$ cat src/rtl/fifo_ctrl_lvl.sv
// FIFO pointer/flag controller for arbitrary depth (>= 2) with occupancy count,
// programmable almost-full/almost-empty levels, synchronous flush and sticky error flags.
module fifo_ctrl_lvl #(
  parameter int DEPTH      = 16,
  parameter int AFULL_LVL  = 14,
  parameter int AEMPTY_LVL = 2,
  localparam int AW = ($clog2(DEPTH) < 1) ? 1 : $clog2(DEPTH),
  localparam int CW = $clog2(DEPTH + 1)
) (
  input  logic          clk_i,
  input  logic          rst_i,
  input  logic          flush_i,
  input  logic          wr_i,
  input  logic          rd_i,
  output logic          wr_en_o,
  output logic          rd_en_o,
  output logic [AW-1:0] w_addr_o,
  output logic [AW-1:0] r_addr_o,
  output logic [CW-1:0] count_o,
  output logic          empty_o,
  output logic          full_o,
  output logic          almost_empty_o,
  output logic          almost_full_o,
  output logic          overflow_o,
  output logic          underflow_o
);

  localparam logic [AW-1:0] LAST_ADDR = AW'(DEPTH - 1);
  localparam logic [CW-1:0] DEPTH_C   = CW'(DEPTH);
  localparam logic [CW-1:0] AFULL_C   = CW'(AFULL_LVL);
  localparam logic [CW-1:0] AEMPTY_C  = CW'(AEMPTY_LVL);

  logic          accept_ok;
  logic [CW-1:0] count_nxt;
  logic [AW-1:0] w_addr_nxt;
  logic [AW-1:0] r_addr_nxt;

  // A write into a full FIFO is still taken when a read frees the slot in the same cycle.
  always_comb begin
    accept_ok  = ~rst_i & ~flush_i;
    wr_en_o    = wr_i & accept_ok & (~full_o | rd_i);
    rd_en_o    = rd_i & accept_ok & ~empty_o;
    count_nxt  = '0;
    w_addr_nxt = '0;
    r_addr_nxt = '0;
    if (accept_ok) begin
      count_nxt  = count_o + CW'(wr_en_o) - CW'(rd_en_o);
      w_addr_nxt = w_addr_o;
      r_addr_nxt = r_addr_o;
      if (wr_en_o) begin
        w_addr_nxt = (w_addr_o == LAST_ADDR) ? '0 : w_addr_o + AW'(1);
      end
      if (rd_en_o) begin
        r_addr_nxt = (r_addr_o == LAST_ADDR) ? '0 : r_addr_o + AW'(1);
      end
    end
  end

  // Flags come from the next count so they move on the same edge as count_o.
  always_ff @(posedge clk_i) begin
    w_addr_o       <= w_addr_nxt;
    r_addr_o       <= r_addr_nxt;
    count_o        <= count_nxt;
    empty_o        <= (count_nxt == '0);
    full_o         <= (count_nxt == DEPTH_C);
    almost_full_o  <= (count_nxt >= AFULL_C);
    almost_empty_o <= (count_nxt <= AEMPTY_C);
    if (rst_i || flush_i) begin
      overflow_o  <= 1'b0;
      underflow_o <= 1'b0;
    end else begin
      overflow_o  <= overflow_o | (wr_i & ~wr_en_o);
      underflow_o <= underflow_o | (rd_i & ~rd_en_o);
    end
  end

endmodule

$ cat config.mk
export PLATFORM = sky130hd
export DESIGN_NAME = fifo_ctrl_lvl
export DESIGN_NICKNAME = d
export VERILOG_FILES = /design/src/rtl/fifo_ctrl_lvl.sv
export SDC_FILE = /design/constraint.sdc
export NUM_CORES = 1
export LEC_CHECK = 0
export ABC_AREA = 0
export BUFFER_PORTS_ARGS = -buffer_cell sky130_fd_sc_hd__buf_2
export CORE_MARGIN = 8
export CORE_UTILIZATION = 25
export CTS_CLUSTER_SIZE = 28
export DETAILED_ROUTE_END_ITERATION = 8
export GPL_TIMING_DRIVEN = 0
export PLACE_DENSITY_LB_ADDON = 0.12
export SKIP_LAST_GASP = 1
export SYNTH_ARGS = -nofsm -noshare
export SYNTH_HDL_FRONTEND = slang
export SYNTH_SLANG_ARGS = --single-unit
$ cat constraint.sdc
create_clock -name clk_i -period 3.7 [get_ports clk_i]
set_clock_uncertainty 0.2 [all_clocks]
set_input_delay 0.74 -clock clk_i [delete_from_list [all_inputs] [get_ports clk_i]]
set_output_delay 0.74 -clock clk_i [all_outputs]
set_load 0.05 [all_outputs]
; Word level (Yosys, flattened, before mapping)
; Cells that the tools add are included.
; W data, S select, Z words.
[totals]
regBits = 19
input_bits = 5
out_inout_bits = 21
word_cells = 39
[op_classes]
addsub = 4
order_cmp = 2
eq_ne = 3
n_mux = 3
bitwise_logic = 16
reduce_logical = 2
[ops]
columns = op, count
row1 = $add A4 B1 Y4 const B, 2
row2 = $eq A4 B4 Y1 const B, 2
row3 = $mux W4, 2
row4 = $and A1 B1 Y1, 7
row5 = $not A1 Y1, 6
row6 = $add A5 B1 Y5, 1
row7 = $eq A5 B5 Y1 const B, 1
row8 = $ge A5 B4 Y1 const B, 1
row9 = $le A5 B2 Y1 const B, 1
row10 = $logic_not A5 Y1, 1
row11 = $mux W5, 1
row12 = $sub A5 B1 Y5, 1
row13 = $or A1 B1 Y1, 3
row14 = $logic_or A1 B1 Y1, 1

; Logic depth before layout (Yosys ltp)
[depth]
depth_word = 8
mapped_depth = 10
mapped_depth_nobuf = 10

; Worst setup path before layout
; Ideal clock, no wire load.
[synth_path]
path_kind = input port to flip-flop
start = input flush_i
end = register almost_full_o
arrival_ps = 3456
t_required_ps = 3380
path_slack_ps = -76
path_stages = 10
n_path_buf = 1
path_cell_list = or2_2 clkbuf_1 nor2_1 ha_1 inv_1 fa_1 nand2b_1 a21oi_1 xnor2_1 o31a_1
[synth_between]
elab_chain_len = 8
[synth_lines]
columns = item, line_no
row1 = start: declaration, 12  ; input logic flush_i,
row2 = $not A1 Y1, 40  ; accept_ok = ~rst_i & ~flush_i;
row3 = $and A1 B1 Y1, 40
row4 = $and A1 B1 Y1 (2 in a row), 41  ; wr_en_o = wr_i & accept_ok & (~full_o | rd_i);
row5 = net wr_en_o, 15  ; output logic wr_en_o,
row6 = $add A5 B1 Y5, 47  ; count_nxt = count_o + CW'(wr_en_o) - CW'(rd_en_o);
row7 = $sub A5 B1 Y5, 47
row8 = $mux W5, 46  ; if (accept_ok) begin
row9 = $ge A5 B4 Y1, 66  ; almost_full_o <= (count_nxt >= AFULL_C);
row10 = end signal: assignment, 66
row11 = end: declaration, 23  ; output logic almost_full_o,
; The timed path passes the listed nets, and every way through them passes these cells.
; A chain may end at the register's enable or synchronous reset.

; Final worst setup path
[layout_path]
start = input flush_i
end = register full_o
[layout_between]
elab_chain_len = 8
[layout_lines]
columns = item, line_no
row1 = $not A1 Y1 *, 40
row2 = $and A1 B1 Y1 *, 40
row3 = $and A1 B1 Y1 (2 in a row), 41
row4 = $add A5 B1 Y5, 47
row5 = $sub A5 B1 Y5, 47
row6 = $mux W5 *, 46
row7 = $eq A5 B5 Y1 *, 65  ; full_o <= (count_nxt == DEPTH_C);
row8 = end signal: assignment, 65
row9 = end: declaration, 21  ; output logic full_o,
; Mark *: on every way between the ends. The rest lies on a longest branch, timed or not.

==> flow_summary_export.csv <==
group,metric,value,unit
final_layout,layout.nets,142,
clock_network,htree_levels,1,
synth,synthMostInstantiatedCell,"dfxtp_1",
pwr,irDropWorstVdd,132,uV
sta,timing.fmax,302,MHz
placement,gp_congestion,0.700,
floorplanning,start_util,25.7,%
synth,yosysSeqAreaShare,41.0,%
worst_setup_path,critPathSlowestCell,"nor4b_4",
route,wl,2090,um
final_layout,final_cell_area,1160,um^2
run_status,status,"finished, final reports clean",
global_route,met1_usage,9.66,%
final_layout,n_antenna_cell,0,
placement,dpl_cell_area,1110,um^2
worst_setup_path,endpoint_kind,"flop",
pwr,p_per_area,362,nW/um^2
final_layout,drive_gt1_share,27.3,%
floorplanning,die-area,5910,um^2
worst_setup_path,slowest_delay,0.55,ns
worst_setup_path,cp_max_fo,9,
floorplanning,row_count,22,
global_route,antenna_found_initial,0,
synth,synth_cell_types,33,
synth,synth_cells,99,
worst_setup_path,critPathRequiredTime,3.66,ns
floorplanning,io_pins,26,
floorplanning,die_w,76.9,um
synth,synth-main-ff-cell,"dfxtp_1",
sta,report.final.slew_viol_count,0,
sta,hold_violations,0,
clock_network,cts_num_sinks,19,
global_route,top_usage_layer,"met2",
synth,synth_xor_area_share,6.61,%
synth,synth_common_cells,"dfxtp_1 (19), nor2_1 (11), nand2_1 (9), inv_1 (8), ha_1 (7)",
placement,io_buffers,25,
synth,ys_seq_elements,19,
synth,synth_top_area_share,41.0,%
worst_setup_path,rr_worst_depth,10,
sta,setup_violations,0,
clock_network,clkTransAtPathRegs,0.08,ns
global_route,grt_max_degree,12,
synth,synth_compound_area_share,13.2,%
worst_setup_path,regToRegSetupSlack,0.61,ns
worst_setup_path,r2r-start,"empty_o",
clock_network,ctsResizeCount,0,
synth,synth.largest_area_cell,"dfxtp_1",
sta,fin_setup_tns,0,ns
sta,final.min_clock_period,3.31,ns
clock_network,cts_tree,"done",
final_layout,fill_cells,393,
route,first_iter_violations,50,
synth,synth_nets,112,
worst_setup_path,r2r-end,"full_o",
route,vias,769,
synth,synth-adder-area-share,11.6,%
placement,dp.final_hpwl,1670,um
route,routed_via_density,4.37,
synth,yosys-top-cells-area,"dfxtp_1 (41%), ha_1 (9.4%), nor2_1 (4.5%), xor2_1 (3.8%), nand2_1 (3.6%)",
run,cap_violations,0,
sta,fin_crit_sh,89.5,%
synth,ys_async_sr_fraction,0,%
hold_path,worstHoldStart,"overflow_o",
worst_setup_path,crit_type,"in -> reg",
final_layout,finalCoreUtilization,32.2,%
worst_setup_path,path_cells,"buf_2 > nor4b_4 > ha_1 > inv_1 > ha_1 > inv_1 > fa_1 > nand2b_1 > a21oi_1 > xnor2_1 > nor4b_1",
worst_setup_path,critical_path_buf_inv_count,3,
synth,synth_edf_count,0,
clock_network,cts_buffers,3,
hold_path,hold_class,"reg -> reg",
sta,tightest_slew,0.567,ns
final_layout,syn_to_final_growth,25.2,%
route,ant_nets,0,
worst_setup_path,worstPathArrival,3.27,ns
clock_network,cts_setup_buffers,0,
synth,postSynthAreaPerCell,9.37,um^2
global_route,grt_pass1_vias,763,
global_route,globalRouteMet3Util,2.80,%
route,drtPass1Iterations,4,
sta,rsz0062_at_grt,"no",
global_route,met2_usage,10.5,%
global_route,grt_pass1_wl,3640,um
global_route,grt_use_total,7.50,%
worst_setup_path,cp_top_family,"simple AND/OR/NAND/NOR gates",
synth,yosysWarnings,0,
synth,yosys-mux-area-fraction,1.21,%
clock_network,clk_latency,0.26,ns
global_route,overflow,0,
hold_path,min_to,"overflow_o",
synth,synth_simple_gate_area_share,22.7,%
floorplanning,die_height,76.9,um
clock_network,cts_root_buf,"clkbuf_8",
pwr,p_leak,0.527,nW
synth,netlist_area,927,um^2
synth,synth_top_family_by_area,"simple AND/OR/NAND/NOR gates",
route,drc,0,
hold_path,min_delay_path_depth,2,
sta,relSlewSlack,62.0,%
worst_setup_path,cp.depth,11,
clock_network,hold_buffers,0,
worst_setup_path,startpoint_type,"primary input",
route,avgRoutedWirePerCell,11.9,um
floorplanning,core,3610,um^2
clock_network,clk_path_buf_depth,2,
[worst register-to-register path, cell delays in order (launching register included)]
cell	delay, ns
dfxtp_1	0.36
nor4b_4	0.57
ha_1	0.33
inv_1	0.06
ha_1	0.15
inv_1	0.05
fa_1	0.42
nand2b_1	0.17
a21oi_1	0.17
xnor2_1	0.26
nor4b_1	0.26
[registers in the layout, summed over array words and instances, names as in the netlist]
name / count
r_addr_o: 4
w_addr_o: 4
count_o: 5
full_o: 1
underflow_o: 1
empty_o: 1
almost_full_o: 1
almost_empty_o: 1
overflow_o: 1
[routing by layer]
metal,share of wire (%),routed length (um),vias to the layer above
met4,1.6,34,0
met1,52,1080,342
li1,-,-,404
met2,39,822,21
met3,7.3,152,2
met5,0,0,-
[how the worst max path moves through the flow]
stage                  from             end  slack [ns]
floorplan           flush_i   almost_full_o        0.08
global placement    flush_i          full_o        0.10
detailed placement  flush_i  almost_empty_o        0.11
CTS                 flush_i   almost_full_o        0.38
global route        flush_i          full_o        0.14
finish              flush_i          full_o        0.39
[final cells by class]
type	instances	area (um^2)	area share [%]
plain buffers	1	3.75	0.323
clock buffers	3	41.3	3.56
clock inverters	1	5.00	0.431
inverters	8	30.0	2.59
multi-input cells	71	515	44.4
flip-flops and latches	19	380	32.8
well taps	48	60.1	5.17
repair buffers	25	125	10.8
[cell usage in the layout, fill, tap and decap left out]
cell	n
buf_2	25
dfxtp_1	19
nor2_1	10
nand2_1	9
inv_1	8
ha_1	7
a21oi_1	6
xor2_1	4
nand3_1	4
xnor2_1	3
and2_1	3
clkbuf_8	3
nand2b_1	2
o21ai_0	2
nor4b_4	1
a21o_1	1
a21oi_2	1
or2_2	1
clkbuf_1	1
nand3b_1	1
o31ai_1	1
nor4b_1	1
nor4_1	1
and4b_1	1
o31a_1	1
nor2b_1	1
o41ai_2	1
a311o_1	1
and3_1	1
nand4b_1	1
a41oi_1	1
a311oi_1	1
a31oi_1	1
mux2_2	1
nor2_2	1
fa_1	1
clkinv_2	1
[power by group]
part	total [W]	switching (W)	leakage (nW)	internal [W]
Combinational	0.0000587	0.0000413	0.348	0.0000174
Sequential	0.000213	0.00000364	0.154	0.000209
Clock	0.000148	0.0000734	0.0255	0.0000749
[logic make-up (layout without fill, tap and decap cells)]
family / after synthesis / in the layout
and+or+nand+nor: 38 / 38
DFF: 19 / 19
AOI/OAI and AO/OA: 17 / 17
buffers and inverters: 9 / 38
adders and majority gates: 8 / 8
xor gates and xnor gates: 7 / 7
muxes: 1 / 1
[metrics by stage]
step | worst slack, ns | instances | total power, W | hold slack [ns]
after floorplan | 0.0828 | 99 | 0.000261 | 0.493
after global placement | 0.103 | 172 | 0.000278 | 0.246
after detailed placement | 0.114 | 172 | 0.000277 | 0.258
after CTS | 0.381 | 176 | 0.000426 | 0.279
after global routing | 0.140 | 176 | 0.000440 | 0.297
final | 0.387 | 176 | 0.000420 | 0.273
(Power assumes the default switching activity.)
